File: config.mk
export PLATFORM = sky130hd
export DESIGN_NAME = pin_bus_master
export DESIGN_NICKNAME = d
export VERILOG_FILES = /design/src/rtl/pin_bus_master.sv
export SDC_FILE = /design/constraint.sdc
export NUM_CORES = 1
export LEC_CHECK = 0
export BUFFER_PORTS_ARGS = -buffer_cell sky130_fd_sc_hd__buf_2
export CORE_MARGIN = 1.5
export CORE_UTILIZATION = 51
export CTS_CLUSTER_SIZE = 30
export DETAILED_ROUTE_END_ITERATION = 16
export GPL_TIMING_DRIVEN = 0
export PLACE_DENSITY = 0.75
export SYNTH_ARGS = -nofsm -noshare
export SYNTH_HDL_FRONTEND = slang
export SYNTH_SLANG_ARGS = --single-unit
File: constraint.sdc
create_clock -name clk -period 1.9 [get_ports clk]
set_input_delay 0.095 -clock clk [delete_from_list [all_inputs] [get_ports clk]]
set_output_delay 0.095 -clock clk [all_outputs]
set_load 0.03 [all_outputs]
File: src/rtl/pin_bus_master.sv
// Pin-level bus master traffic generator: writes an XOR pattern to a block of
// addresses, reads it back, and reports error/mismatch counts plus a cycle counter.
module pin_bus_master #(
   parameter int              ADDR_WIDTH = 16,
   parameter int              DW         = 8,
   parameter int              NUM_XFERS  = 16,
   parameter int              BASE_ADDR  = 0,
   parameter logic [DW-1:0]   SEED       = 8'hA5,
   parameter int              TIMEOUT    = 255
) (
   input  logic                  clk,
   input  logic                  rst,
   input  logic                  start,
   output logic [ADDR_WIDTH-1:0] address,
   output logic [DW-1:0]         wr_data,
   input  logic [DW-1:0]         rd_data,
   output logic                  rw,
   output logic                  req,
   input  logic                  ack,
   input  logic                  err,
   output logic                  busy,
   output logic                  done,
   output logic                  pass,
   output logic [7:0]            err_cnt,
   output logic [7:0]            mismatch_cnt,
   output logic [15:0]           cycle_count
);

   localparam int TW = (TIMEOUT < 1) ? 1 : $clog2(TIMEOUT + 1);
   localparam logic [ADDR_WIDTH-1:0] BASE = ADDR_WIDTH'(BASE_ADDR);

   typedef enum logic [2:0] {
      S_IDLE, S_WR_REQ, S_WR_GAP, S_RD_REQ, S_RD_GAP, S_DONE
   } state_t;

   state_t                  r_state;
   state_t                  w_state_next;
   logic [15:0]             r_index;
   logic [ADDR_WIDTH-1:0]   r_address;
   logic [DW-1:0]           r_wr_data;
   logic                    r_rw;
   logic [TW-1:0]           r_wait;
   logic [7:0]              r_err_cnt;
   logic [7:0]              r_mis_cnt;
   logic [15:0]             r_cycle;

   logic                    w_req;
   logic                    w_start;
   logic                    w_timeout;
   logic                    w_cpl;
   logic                    w_cpl_err;
   logic                    w_mismatch;
   logic                    w_last;
   logic [ADDR_WIDTH-1:0]   w_next_addr;
   logic [DW-1:0]           w_expect;

   assign w_req       = (r_state == S_WR_REQ) || (r_state == S_RD_REQ);
   assign w_start     = start && ((r_state == S_IDLE) || (r_state == S_DONE));
   // The request has been high for TIMEOUT cycles once the wait count reaches TIMEOUT-1.
   assign w_timeout   = w_req && !ack && !err && (r_wait == TW'(TIMEOUT - 1));
   assign w_cpl       = w_req && (ack || err || w_timeout);
   assign w_cpl_err   = w_req && (err || w_timeout);
   assign w_expect    = r_address[DW-1:0] ^ SEED;
   assign w_mismatch  = (r_state == S_RD_REQ) && ack && !err && (rd_data != w_expect);
   assign w_last      = (r_index == 16'(NUM_XFERS - 1));
   assign w_next_addr = r_address + ADDR_WIDTH'(1);

   always_ff @(posedge clk or negedge rst) begin
      if (!rst) begin
         r_state <= S_IDLE;
      end else begin
         r_state <= w_state_next;
      end
   end

   always_comb begin
      w_state_next = r_state;
      case (r_state)
         S_IDLE, S_DONE: if (start) w_state_next = S_WR_REQ;
         S_WR_REQ:       if (w_cpl) w_state_next = S_WR_GAP;
         S_WR_GAP:       w_state_next = w_last ? S_RD_REQ : S_WR_REQ;
         S_RD_REQ:       if (w_cpl) w_state_next = S_RD_GAP;
         S_RD_GAP:       w_state_next = w_last ? S_DONE : S_RD_REQ;
         default:        w_state_next = S_IDLE;
      endcase
   end

   always_ff @(posedge clk or negedge rst) begin
      if (!rst) begin
         r_index   <= '0;
         r_address <= '0;
         r_wr_data <= '0;
         r_rw      <= 1'b0;
         r_wait    <= '0;
         r_err_cnt <= '0;
         r_mis_cnt <= '0;
         r_cycle   <= '0;
      end else begin
         r_cycle <= r_cycle + 16'd1;
         case (r_state)
            S_IDLE, S_DONE: begin
               if (start) begin
                  r_index   <= '0;
                  r_address <= BASE;
                  r_wr_data <= BASE[DW-1:0] ^ SEED;
                  r_rw      <= 1'b1;
                  r_wait    <= '0;
               end
            end
            S_WR_REQ, S_RD_REQ: begin
               r_wait <= w_cpl ? '0 : r_wait + TW'(1);
            end
            S_WR_GAP: begin
               if (w_last) begin
                  r_index   <= '0;
                  r_address <= BASE;
                  r_rw      <= 1'b0;
               end else begin
                  r_index   <= r_index + 16'd1;
                  r_address <= w_next_addr;
                  r_wr_data <= w_next_addr[DW-1:0] ^ SEED;
               end
            end
            S_RD_GAP: begin
               if (!w_last) begin
                  r_index   <= r_index + 16'd1;
                  r_address <= w_next_addr;
               end
            end
            default: ;
         endcase

         // Counters saturate at 8'hFF so a long failing run never reads as clean.
         if (w_start) begin
            r_err_cnt <= '0;
            r_mis_cnt <= '0;
         end else begin
            if (w_cpl_err && (r_err_cnt != 8'hFF)) r_err_cnt <= r_err_cnt + 8'd1;
            if (w_mismatch && (r_mis_cnt != 8'hFF)) r_mis_cnt <= r_mis_cnt + 8'd1;
         end
      end
   end

   assign address      = r_address;
   assign wr_data      = r_wr_data;
   assign rw           = r_rw;
   assign req          = w_req;
   assign busy         = (r_state != S_IDLE) && (r_state != S_DONE);
   assign done         = (r_state == S_DONE);
   assign pass         = done && (r_err_cnt == 8'd0) && (r_mis_cnt == 8'd0);
   assign err_cnt      = r_err_cnt;
   assign mismatch_cnt = r_mis_cnt;
   assign cycle_count  = r_cycle;

endmodule

==> impl_metrics.env <==
export IMPL_synthArstFlopShare_pct=100.0
export IMPL_cts_inserted_buffers=9
export IMPL_grt_pass1_vias=4065
export IMPL_cts_sinks=84
export IMPL_peakVddDrop_uv=485.6
export IMPL_dr_total_vias=4287
export IMPL_die_y_um=98.34
export IMPL_fin_crit_ns=2.100
export IMPL_clockRootBuffer="clkbuf_8"
export IMPL_ys_ff_latch=84
export IMPL_leakage_nw=2.634
export IMPL_synth_edf_count=0
export IMPL_worst_pin_slew_ns=0.5558
export IMPL_cp_arrival_ns=2.40
export IMPL_synthCells=493
export IMPL_cts_htree_levels=3
export IMPL_final_cells=725
export IMPL_yosysTopAreaCellShare_pct=45.34
export IMPL_slew_limit_headroom_pct=62.60
export IMPL_required_ns=2.20
export IMPL_critPathBufInv=2
export IMPL_power_density_mw_per_mm2=1186
export IMPL_internal_power_mw=4.140
export IMPL_cp_start_kind="flip-flop"
export IMPL_sw_frac_of_total_pct=41.45
export IMPL_synth_top_area_cell="dfrtp_1"
export IMPL_final_nets=634
export IMPL_crit_path_max_fanout=10
export IMPL_cts_max_path_buffers=2
export IMPL_maxCapViolCount=0
export IMPL_hold_viol=0
export IMPL_io_pins=74
export IMPL_fin_skew_ns=0.01085
export IMPL_fmax_mhz=476.1
export IMPL_synth_net_count=515
export IMPL_cp_slowest_stage_delay_ns=0.46
export IMPL_drv_slew=0
export IMPL_antenna_found_initial=0
export IMPL_post_place_ws_ns=-0.4074
export IMPL_dp_cells=675
export IMPL_critPathCaptureType="flip-flop"
export IMPL_drt_iter0_drc=221
export IMPL_syn_area_mm2=0.004636
export IMPL_drive_gt1_share_pct=33.87
export IMPL_area_growth_pct=28.66
export IMPL_fin_crit_sh_pct=110.5
export IMPL_ys_top_cells_by_area="dfrtp_1, xnor2_1, nand2_1"
export IMPL_stdcell_area_mm2=0.005964
export IMPL_slowest_stage="nor4_1"
export IMPL_route_detailed_drc=0
export IMPL_power_switching_mw=2.931
export IMPL_track_usage_pct=24.54
export IMPL_viasPerCell=5.913
export IMPL_dpl_cell_area_mm2=0.005209
export IMPL_antenna_left=0
export IMPL_routed_wl_um=12100
export IMPL_fp_row_count=34
export IMPL_dp_final_hpwl_um=7715
export IMPL_clkLatencyLatePin_ns=0.37
export IMPL_crit_path_cell_trace="buf_4 -> nor4_1 -> nand4_1 -> nand2b_1 -> clkbuf_2 -> nor2_1 -> a21oi_1"
export IMPL_coreArea_mm2=0.008763
export IMPL_routedWlPerCell_um=16.68
export IMPL_synth_ff_type="dfrtp_1"
export IMPL_violations="negative setup slack"
export IMPL_critPathTopFamily="simple AND/OR/NAND/NOR gates"
export IMPL_comb_power_share_pct=47.0
export IMPL_place_gp_congestion=0.8292
export IMPL_status="finished, violations left"
export IMPL_overflow=0
export IMPL_clk_pin_slew_ns=0.09
export IMPL_crit_type="reg -> reg"
export IMPL_cts_tree="yes"
export IMPL_power_mw=7.071
export IMPL_initial_core_util_pct=52.90
export IMPL_clkPwrFrac_pct=20.9
export IMPL_hp_class="in -> reg"
export IMPL_n_antenna_cell=0
export IMPL_synth_distinct_cells=55
export IMPL_grt_max_degree=46
export IMPL_first_pass_iters=5
export IMPL_die_width_um=98.34
export IMPL_finalSetupViolations=42
export IMPL_rsz0062_at_grt="true"
export IMPL_p_seq_share_pct=32.1
export IMPL_avgSynthCellArea_um2=9.403
export IMPL_port_buffers=73
export IMPL_timing_final_ws_setup_ns=-0.2002
export IMPL_dieArea_mm2=0.009671
export IMPL_grt_first_pass_wirelength_um=19340
export IMPL_seq_area_frac_synth_pct=45.34
export IMPL_yosysWarningCount=0
cell usage in the layout (no fill, tap or decap), drive strengths merged, types with 2 or more instances in the layout:
cell,count
mux2i,8
o2111ai,2
nor2b,7
nor2,38
a21oi,21
o211ai,3
xor2,16
ha,9
xnor2,29
o31ai,7
dfrtp,84
nand2,60
nand3,30
nand2b,7
nor4b,2
a211oi,4
nor4,12
inv,18
and2,3
a2111oi,3
or4,9
buf,119
and3,7
or3,5
and4,10
o21ai,30
or3b,2
a31oi,6
nand4,21
nor3,7
bufinv,2
clkbuf,18
metrics by stage:
stage / TNS (ns) / hold slack [ns] / utilization (%)
floorplan: -1.222 / -0.2006 / -
global placement: -11.08 / 0.4573 / 59.09
detailed placement: -12.11 / 0.1105 / 59.44
CTS: -2.878 / 0.1700 / 66.11
global route: -11.04 / 0.2245 / 68.06
finish: -5.052 / 0.1851 / 68.06
registers in the layout, indices dropped and copies added, names as in the netlist:
signal,cells
wr_data,8
r_state,3
address,16
r_index,16
r_wait,8
cycle_count,16
mismatch_cnt,8
rw,1
err_cnt,8
area by class of cell:
class	count	area, um2
Tap cell	108	135.1
Timing Repair Buffer	111	695.7
Sequential cell	84	2121
Fill cell	687	2799
Clock inverter	5	85.08
Clock buffer	11	141.4
Inverter	17	63.81
Multi-Input combinational cell	373	2600
Buffer	16	122.6
logic make-up after synthesis:
| kind of cell | Yosys count | share of synthesized area (%) |
|---|---|---|
| and+or+nand+nor | 222 | 26.18 |
| adders and majority gates | 9 | 2.429 |
| DFF | 84 | 45.34 |
| muxes | 8 | 1.727 |
| buffers and inverters | 37 | 3.643 |
| AOI/OAI and AO/OA | 88 | 12.17 |
| xor gates and xnor gates | 45 | 8.502 |
layer usage:
metal	wire (um)	up-vias	global-route usage (%)
met5	0	-	0
met4	240	0	7.692
met3	587	29	4.366
met2	6032	146	40.89
met1	5236	2092	32.68
li1	-	2020	-
worst min-delay path, cell delays in order:
cell and delay, ns:
buf_2 0.13, or3_1 0.12, a21oi_1 0.07, a21oi_1 0.10
Yosys cell counts (2+ instances only):
library cell and n:
nor4_1 11, buf_2 9, a211oi_1 4, a21oi_1 21
and2_1 3, or4_1 7, ha_1 9, and4_1 10
nand2_1 60, a2111oi_0 3, nor2_2 10, or3_1 5
and3_1 7, nand2b_1 7, a31oi_1 6, clkbuf_1 9
o211ai_1 3, o21ai_1 3, mux2i_1 8, inv_1 17
nor2_1 27, nor4b_1 2, or4_4 2, or3b_1 2
nand4_1 21, xnor2_1 29, dfrtp_1 84, o31ai_1 7
nor3_2 2, nand3_1 30, xor2_1 16, o21ai_0 26
nor3_1 5, nor2b_1 7
what timing repair did:
item / CTS / global route
gates cloned: 2 / 1
setup buffers: 28 / 8
pin swaps: 16 / 12
endpoints found under the setup margin: 64 / 63
hold buffers: 1 / 0
gates resized for setup: 38 / 35
hold endpoints to repair: 39 / 0
power by group through the flow:
stage	Combinational, mW	Clock, mW	Sequential, mW
after floorplan	1.62	0	2.41
after global placement	2.35	0	2.27
after detailed placement	2.41	0	2.29
after CTS	3.11	1.51	2.23
after global routing	3.56	1.57	2.29
final	3.33	1.48	2.27
worst paths after layout:
kind / startpoint / to / cells after the start / slack [ns]
worst max register to register: r_index[5] / wr_data[7] / 7 / -0.20
max in group asynchronous: rst / r_index[4] / 3 / 1.03
worst min register to register: cycle_count[15] / cycle_count[15] / 1 / 0.48
worst min-delay path: start / r_state[0] / 4 / 0.19
worst max-delay path: r_index[5] / wr_data[7] / 7 / -0.20
min in group asynchronous: rst / err_cnt[3] / 2 / 0.24
Note: power is estimated with default switching activity, not from simulation.
